## config.mk

```make
export PLATFORM = sky130hd
export DESIGN_NAME = sliscp_ctrl
export DESIGN_NICKNAME = d
export VERILOG_FILES = /design/src/rtl/sliscp_ctrl.sv
export SDC_FILE = /design/constraint.sdc
export NUM_CORES = 1
export LEC_CHECK = 0
export CAP_MARGIN = 30
export CORE_AREA = 2 2 408 410
export DETAILED_ROUTE_END_ITERATION = 10
export DIE_AREA = 0 0 410 412
export PLACE_DENSITY_LB_ADDON = 0.1
export SETUP_SLACK_MARGIN = 0.3
export SLEW_MARGIN = 5
export SYNTH_ARGS = -nofsm -noshare
export SYNTH_HDL_FRONTEND = slang
export SYNTH_SLANG_ARGS = --single-unit
```

## constraint.sdc

```tcl
create_clock -name clk -period 3.5 [get_ports clk]
set_input_delay 0.7 -clock clk [delete_from_list [all_inputs] [get_ports clk]]
set_output_delay 0.7 -clock clk [all_outputs]
set_load 0.05 [all_outputs]
```

## src/rtl/sliscp_ctrl.sv

```systemverilog
// Step sequencer for the sLiSCP permutation: loads a state, runs NSTEPS datapath steps, pulses done.
// Optional watchdog is compiled in with `define SLISCP_CTRL_WDOG_EN.
module sliscp_ctrl #(
  parameter int WIDTH  = 64,
  parameter int NSTEPS = 18
) (
  input  logic               clk,
  input  logic               rst,
  input  logic               start,
  input  logic [4*WIDTH-1:0] din,
  output logic               busy,
  output logic               done,
  output logic [4*WIDTH-1:0] dout,
  output logic [4*WIDTH-1:0] step_sin,
  input  logic [4*WIDTH-1:0] step_sout,
  output logic               en_rnd_ctr,
  input  logic               rnd_done,
  output logic [4:0]         step_idx,
  output logic               err
);

  localparam int SW = 4 * WIDTH;
  localparam logic [4:0] LAST_IDX = 5'(NSTEPS - 1);

  typedef enum logic [1:0] {IDLE, RUN, DONE} state_t;

  state_t        state;
  logic [SW-1:0] st_q;
  logic [4:0]    idx_q;
  logic          wd_trip;

`ifdef SLISCP_CTRL_WDOG_EN
  logic [5:0] wd_q;
  logic       err_q;

  // Trip on the edge that would take the counter to 63 without a completed step.
  assign wd_trip = (state == RUN) && !rnd_done && (wd_q == 6'd62);

  always_ff @(posedge clk or negedge rst) begin
    if (!rst) begin
      wd_q  <= '0;
      err_q <= 1'b0;
    end else if (state == IDLE && start) begin
      wd_q <= '0;
    end else if (state == RUN) begin
      if (rnd_done) begin
        wd_q <= '0;
      end else if (wd_trip) begin
        wd_q  <= '0;
        err_q <= 1'b1;
      end else begin
        wd_q <= wd_q + 6'd1;
      end
    end
  end

  assign err = err_q;
`else
  assign wd_trip = 1'b0;
  assign err     = 1'b0;
`endif

  always_ff @(posedge clk or negedge rst) begin
    if (!rst) begin
      state <= IDLE;
      st_q  <= '0;
      idx_q <= '0;
    end else begin
      case (state)
        IDLE: begin
          if (start) begin
            st_q  <= din;
            idx_q <= '0;
            state <= RUN;
          end
        end
        RUN: begin
          if (rnd_done) begin
            st_q <= step_sout;
            // The last step keeps its index so step_idx never wraps.
            if (idx_q == LAST_IDX) state <= DONE;
            else                   idx_q <= idx_q + 5'd1;
          end else if (wd_trip) begin
            state <= IDLE;
          end
        end
        DONE:    state <= IDLE;
        default: state <= IDLE;
      endcase
    end
  end

  assign busy       = (state == RUN);
  assign done       = (state == DONE);
  assign en_rnd_ctr = (state == RUN);
  assign dout       = st_q;
  assign step_sin   = st_q;
  assign step_idx   = idx_q;

endmodule

```

Word level (Yosys, flattened, before mapping)
Index checks and enable logic that the tools add are counted.
{"block": "word_totals", "reg_bits": 263, "output_inout_bits": 521, "elab_cells": 27}
{"block": "op_classes", "n_addsub": 1, "eq_ne": 7, "muxes": 11, "reduce_logical": 5}
{"op": "$mux 256", "n": 2}
{"op": "$pmux 256 s2", "n": 1}
{"op": "$mux 5", "n": 3}
{"op": "$pmux 5 s2", "n": 1}
{"op": "$mux 2", "n": 3}
{"op": "$reduce_and 3->1", "n": 2}
{"op": "$add 5x1->5 const B", "n": 1}
{"op": "$eq 5x5->1 const B", "n": 1}
{"op": "$ne 2x1->1 const B", "n": 2}
{"op": "$ne 2x2->1 const B", "n": 2}
{"op": "$pmux 2 s2", "n": 1}
{"op": "$reduce_and 4->1", "n": 1}
{"op": "$eq 2x1->1 const B", "n": 1}
{"op": "$eq 2x2->1 const B", "n": 1}
{"op": "$logic_not 2->1", "n": 1}
{"op": "$reduce_bool 2->1", "n": 1}

Logic depth before layout (Yosys ltp)
Gate-level depths: netlist of run 1.
{"block": "logic_depth", "word_depth": 4, "depth_mapped": 7}

Least setup slack after synthesis of run 1
Ideal clock, no wire load.
{"block": "synth_path", "path_type": "register to output", "startpoint": "register state[1]", "endpoint": "output port en_rnd_ctr", "arrival_ns": 1.351, "setup_slack_ns": 1.449, "stages_incl_launch_ff": 6, "n_path_buf": 3, "path_cell_list": "dfrtp_1 buf_4 nand2b_4 inv_4 buf_2 buf_4"}
{"block": "synth_between", "elab_chain_len": 1}
{"element": "start, declared", "line_no": "27", "rtl": "state_t state;"}
{"element": "start signal, assigned", "line_no": "65", "rtl": "state <= IDLE;"}
{"element": "start signal, assigned", "line_no": "74", "rtl": "state <= RUN;"}
{"element": "start signal, assigned", "line_no": "81", "rtl": "if (idx_q == LAST_IDX) state <= DONE;"}
{"element": "$eq 2x1->1"}
{"element": "end, declared", "line_no": "16", "rtl": "output logic en_rnd_ctr,"}
Every way passes these cells.

Worst setup path after layout of run 1
{"block": "layout_path", "startpoint": "register state[0]", "endpoint": "output port en_rnd_ctr"}
{"block": "layout_between", "elab_chain_len": 1}
{"element": "$eq 2x1->1", "line_no": "95", "rtl": "assign en_rnd_ctr = (state == RUN);"}
Every way passes these cells.

==> flow_metrics.env, run 1 <==
export IMPL_run_status="completed"
export IMPL_row_count=149
export IMPL_synth_top_area_cell="dfrtp_1"
export IMPL_wl_per_cell_um=20.3
export IMPL_ys_seq_area_share_pct=41.5
export IMPL_postCtsSetupRepairBufs=0
export IMPL_clockRootBuffer="clkbuf_16"
export IMPL_critical_path_required_ns=2.80
export IMPL_placedCellCount=4064
export IMPL_cts_tree="done"
export IMPL_ys_ff_latch=263
export IMPL_async_flop_share_pct=100
export IMPL_core_area_sq_um=164000
export IMPL_fin_cells=4140
export IMPL_path_clk_slew_ns=0.05
export IMPL_synthCells=1126
export IMPL_die_x_um=410
export IMPL_reg2reg_depth=5
export IMPL_via_count=11858
export IMPL_hold_class="input port to async pin"
export IMPL_skew_ns=0.00889
export IMPL_totalWireLength_um=84000
export IMPL_post_route_min_period_ns=2.89
export IMPL_grtUsageTotal_pct=9.46
export IMPL_initial_core_util_pct=9.65
export IMPL_setup_violations=0
export IMPL_worstMarginPinSlew_ns=0.971
export IMPL_gp_congestion=0.736
export IMPL_period_share_pct=82.5
export IMPL_yosysMostFrequentCell="mux2_2"
export IMPL_critPathLaunch="state[0]"
export IMPL_synth_area_sq_um=15900
export IMPL_final_layout_size_suffix_gt1_share_pct=31.2
export IMPL_r2r_slack_ns=0.99
export IMPL_start_kind="flip-flop"
export IMPL_slew_headroom_pct=35.3
export IMPL_peakVddDrop_mv=0.664
export IMPL_max_freq_mhz=346
export IMPL_tns_ns=0
export IMPL_grt_max_degree=90
export IMPL_synthTopCellsByCount="313 x mux2_2, 277 x buf_4, 263 x dfrtp_1"
export IMPL_avgSynthCellArea_sq_um=14.1
export IMPL_io_pins=1037
export IMPL_netlist_area_leader_share_pct=41.5
export IMPL_hold_viol=0
export IMPL_rsz0062_at_grt="false"
export IMPL_setup_slack_ns=0.611
export IMPL_clockBufferDepth=3
export IMPL_initialDrtViolationCount=293
export IMPL_area_growth_pct=77.2
export IMPL_portBuffers=1035
export IMPL_r2r_end="dout[3]"
export IMPL_synth_edf_count=0
export IMPL_arrival_ns=2.19
export IMPL_cap_violations=0
export IMPL_synth_cell_types=33
export IMPL_cp_endpoint="en_rnd_ctr"
export IMPL_clock_latency_ns=0.57
export IMPL_htree_levels=2
export IMPL_leakage_nw=11.0
export IMPL_drcViolationCount=0
export IMPL_ys_flop_type="dfrtp_1"
export IMPL_cts_sinks=263
export IMPL_drtPass1Iterations=4
export IMPL_power_density_nw_per_um2=1210
export IMPL_gr_total_overflow=0
export IMPL_dieArea_sq_um=169000
export IMPL_reg2reg_from="state[0]"
export IMPL_yosysWarnings=0
export IMPL_grt_pass1_wl_um=111000
export IMPL_synthTopCellsByArea="dfrtp_1 42%, mux2_2 22%, mux2_4 19%, buf_4 13%, buf_6 2.4%"
export IMPL_worst_setup_path_type="flip-flop to primary output"
export IMPL_grt_pass1_vias=13092
export IMPL_cp_max_fo=41
export IMPL_drtAntennaViolNets=0
export IMPL_antenna_found_initial=34
export IMPL_synth_net_count=1644
export IMPL_report_final_slew_viol_count=0
export IMPL_dp_hpwl_um=67800
export IMPL_fin_nets=2436
export IMPL_setup_worst_path_end_class="primary output"
export IMPL_cts_buffers=41
export IMPL_final_fill_count=18043
export IMPL_die_h_um=412
export IMPL_holdWs_ns=0.154
export IMPL_preCtsSetupSlack_ns=0.743
export IMPL_viasPerCell=2.86
-- placed cells by master, fill, tap and decap left out, types with 2 or more instances in the layout --
cell,n
a211oi_1,2
buf_12,10
buf_4,21
clkbuf_1,13
clkbuf_16,41
clkbuf_8,10
clkdlybuf4s50_1,1031
clkinv_2,3
clkinvlp_4,2
dfrtp_1,263
diode_2,7
dlygate4sd2_1,2
ha_1,2
inv_1,2
mux2_2,313
mux2_4,200
nand3_1,3
nor2_1,2
or3_1,2
-- logic make-up (layout without fill, tap and decap cells) --
family          Yosys count  in the layout  synth area share, %
buf+inv                 319           1137                 15.8
flops                   263            263                 41.5
simple gates             17             17                0.781
compound gates            9              9                0.395
other cells               1              8               0.0236
mux                     515            515                 41.4
fa+ha+maj                 2              2                0.158
-- power breakdown --
group / internal (mW) / switching (mW)
Combinational: 8.76 / 14.7
Clock: 2.35 / 1.64
Sequential: 4.62 / 1.93
-- how the worst min path moves through the flow --
stage / slack (ns) / end / cells after the start
detailed placement: 0.53 / dout[134] / 1
global route: 0.20 / dout[58] / 1
global placement: 0.52 / dout[143] / 1
CTS: 0.18 / dout[58] / 1
floorplan: 0.40 / dout[0] / 0
finish: 0.15 / dout[58] / 1
-- metrics by stage --
stage | total power [mW] | util (%) | cell area, sq um
4_1_cts | 34.8 | 17.1 | 28100
5_1_grt | 35.5 | 17.1 | 28100
2_1_floorplan | 23.9 | - | 15900
3_5_place_dp | 30.4 | 16.3 | 26800
6_report | 34.0 | 17.1 | 28100
3_3_place_gp | 30.6 | 16.3 | 26800
-- layer usage --
layer / up-vias / global-route usage, % / share of wire (%) / wire length (um)
li1: 5289 / - / - / -
met1: 5870 / 10.2 / 37 / 31300
met2: 568 / 17.8 / 53 / 44900
met3: 107 / 2.79 / 7.1 / 5920
met4: 24 / 2.42 / 2.1 / 1780
met5: - / 0 / 0.17 / 141
-- worst max-delay path, stage by stage, from the launching register on --
cell	delay, ns
dfrtp_1	0.59
nand2b_4	0.17
inv_16	0.24
dlygate4sd2_1	0.58
-- layout make-up --
class | count | area, sq um | share of cell area [%]
Timing Repair Buffer | 1065 | 10700 | 38.1
Multi-Input combinational cell | 544 | 6780 | 24.1
Sequential cell | 263 | 6580 | 23.4
Tap cell | 2189 | 2740 | 9.75
Clock buffer | 64 | 1210 | 4.32
Clock inverter | 5 | 30.0 | 0.107
Inverter | 3 | 27.5 | 0.0980
Antenna cell | 7 | 17.5 | 0.0624
-- sequential cells by signal (all words and copies together), names as in the netlist --
signal	flops
dout	256
step_idx	5
state	2
-- timing repair --
item | in CTS | in global routing
resized for setup | 2 | 0
endpoints found under the setup margin | 2 | 0
endpoints found under the hold margin | 0 | 0
hold buffers | 0 | 0
(Power assumes the default switching activity.)
==> run 2, diff against run 1 <==
CORE_AREA = 2 2 400 402   (was 2 2 408 410)
DIE_AREA = 0 0 402 404   (was 0 0 410 412)
clock period = 2.77 ns   (was 3.5 ns; I/O delays follow)
==> run 2 against run 1 <==
Net effect: register-to-register slack got worse by 0.42 ns; global-route usage rose by 0.66 points; flip-flop and latch count did not move; core utilization rose by 0.71 points; clock power rose by 28%; sequential power rose by 27%; largest cell class unchanged; highest routed layer unchanged.
==> flow_metrics.env, run 2 (same netlist as run 1, synthesis figures left out) <==
export IMPL_run_status="completed"
export IMPL_fin_cells=4057
export IMPL_power_density_nw_per_um2=1510
export IMPL_cts_sinks=263
export IMPL_hold_viol=0
export IMPL_io_pins=1037
export IMPL_clockBufferDepth=3
export IMPL_dieArea_sq_um=162000
export IMPL_regArea_sq_um=6580
export IMPL_final_fill_count=17452
export IMPL_final_common_cell="clkdlybuf4s50_1"
export IMPL_slew_headroom_pct=53.4
export IMPL_period_share_pct=86.5
export IMPL_max_freq_mhz=418
export IMPL_path_clk_slew_ns=0.06
export IMPL_reg2reg_from="state[1]"
export IMPL_slowest_stage="clkdlybuf4s50_1"
export IMPL_cap_violations=0
export IMPL_p_int_mw=19.4
export IMPL_post_route_min_period_ns=2.40
export IMPL_row_count=146
export IMPL_cp_max_fo=3
export IMPL_critical_path_required_ns=2.22
export IMPL_seq_power_share_pct=19.5
export IMPL_rsz0062_at_grt="false"
export IMPL_skew_ns=0.00647
export IMPL_max_stage_delay_ns=0.83
export IMPL_final_layout_size_suffix_gt1_share_pct=32.4
export IMPL_leakage_nw=11.5
export IMPL_whs_path_depth=1
export IMPL_hp_start="dout[130]"
export IMPL_clockRootBuffer="clkbuf_16"
export IMPL_drtAntennaViolNets=0
export IMPL_hold_class="flip-flop to flip-flop"
export IMPL_placedCellCount=3970
export IMPL_hold_end="dout[130]"
export IMPL_die_h_um=404
export IMPL_totalWireLength_um=85800
export IMPL_viasPerCell=2.95
export IMPL_p_sw_share_pct=54.3
export IMPL_dp_hpwl_um=71100
export IMPL_fin_nets=2463
export IMPL_tns_ns=0
export IMPL_die_x_um=402
export IMPL_cts_buffers=40
export IMPL_pwr_share_comb_pct=68.6
export IMPL_report_final_slew_viol_count=0
export IMPL_multi_input_area_sq_um=6780
export IMPL_reg2reg_depth=6
export IMPL_crit_buf_inv=1
export IMPL_grtUsageTotal_pct=10.1
export IMPL_pwr_share_clk_pct=12.0
export IMPL_r2r_slack_ns=0.57
export IMPL_wl_per_cell_um=21.2
export IMPL_portBuffers=1035
export IMPL_drtPass1Iterations=4
export IMPL_worst_setup_path_type="flip-flop to primary output"
export IMPL_p_switching_mw=23.1
export IMPL_cts_tree="done"
export IMPL_start_kind="flip-flop"
export IMPL_setup_worst_path_end_class="primary output"
export IMPL_clock_latency_ns=0.57
export IMPL_via_count=11987
export IMPL_drcViolationCount=0
export IMPL_area_growth_pct=77.3
export IMPL_antenna_found_initial=49
export IMPL_crit_family="buffers and inverters"
export IMPL_gr_total_overflow=0
export IMPL_initial_core_util_pct=10.0
export IMPL_r2r_end="dout[170]"
export IMPL_htree_levels=2
export IMPL_timing_critical_path_cells="clkdlybuf4s50_1"
export IMPL_grt_max_degree=53
export IMPL_final_cell_mix="865 x clkdlybuf4s50_1, 313 x mux2_2, 261 x dfrtp_1"
export IMPL_gp_congestion=0.729
export IMPL_setup_violations=0
export IMPL_worstMarginPinSlew_ns=0.702
export IMPL_arrival_ns=1.84
export IMPL_peakVddDrop_mv=0.780
export IMPL_total_power_mw=42.5
export IMPL_grt_pass1_vias=13315
export IMPL_grt_pass1_wl_um=114000
export IMPL_core_area_sq_um=158000
export IMPL_initialDrtViolationCount=293
export IMPL_largest_reg_flops=256
==> run 2: changes by cell type in the layout (fill, tap and decap cells not counted), sizes merged, moves of 4 or more <==
cell / change
clkinv: +4
clkdlybuf4s50: -166
dlymetal6s2s: +9
buf: +27
diode: +4
dlygate4sd2: +155
==> run 2: repair_timing <==
action	in CTS	in global routing
hold buffers	1	0
gates cloned	1	0
buffers inserted	3	0
hold endpoints to repair	38	0
gates resized for setup	159	12
setup endpoints to repair	168	14
==> run 2: worst max path at each step <==
stage,from,to,slack (ns),cells after the start
after floorplan,step_idx[1],step_idx[1],0.82,5
after global placement,rnd_done,dout[97],0.23,6
after detailed placement,rnd_done,dout[102],0.23,6
after CTS,state[1],done,0.21,2
after global routing,dout[249],dout[249],0.30,1
final,dout[89],dout[89],0.37,1
==> run 2: cell type report <==
type | instances | share of cell area (%)
diodes | 11 | 0.0979
clock buffers | 61 | 4.17
repair inverters | 1 | 0.0312
repair buffers | 1092 | 38.5
inverters | 3 | 0.0979
clock inverters | 10 | 0.365
well taps | 2072 | 9.22
multi-input cells | 544 | 24.1
flip-flops and latches | 263 | 23.4
==> run 2: power by group through the flow <==
stage	clock [mW]	sequential, mW	combinational [mW]
finish	5.10	8.28	29.2
global placement	0	8.53	30.3
floorplan	0	14.1	16.0
global route	5.53	8.68	30.2
detailed placement	0	8.56	30.2
CTS	5.42	8.51	29.6
==> run 2: through the flow <==
stage	setup WS [ns]	hold WS, ns	instance area, sq um	utilization, %
global route	0.300	0.573	28100	17.8
global placement	0.232	0.529	26900	17.1
floorplan	0.820	0.258	15900	-
CTS	0.213	0.526	28100	17.8
detailed placement	0.228	0.527	26900	17.1
finish	0.375	0.538	28100	17.8
==> run 2: per-layer routing <==
metal	part of all wire, %	GRT usage, %	up-vias
met5	0.18	0	-
met4	2.4	3.13	24
met3	6.8	3.06	130
met2	53	18.8	594
met1	37	10.9	5900
li1	-	-	5339
==> run 3, diff against run 2 <==
CAP_MARGIN = default   (was 30)
==> results of run 3 <==
The final DEF is identical to that of run 2; final timing and power are the same.
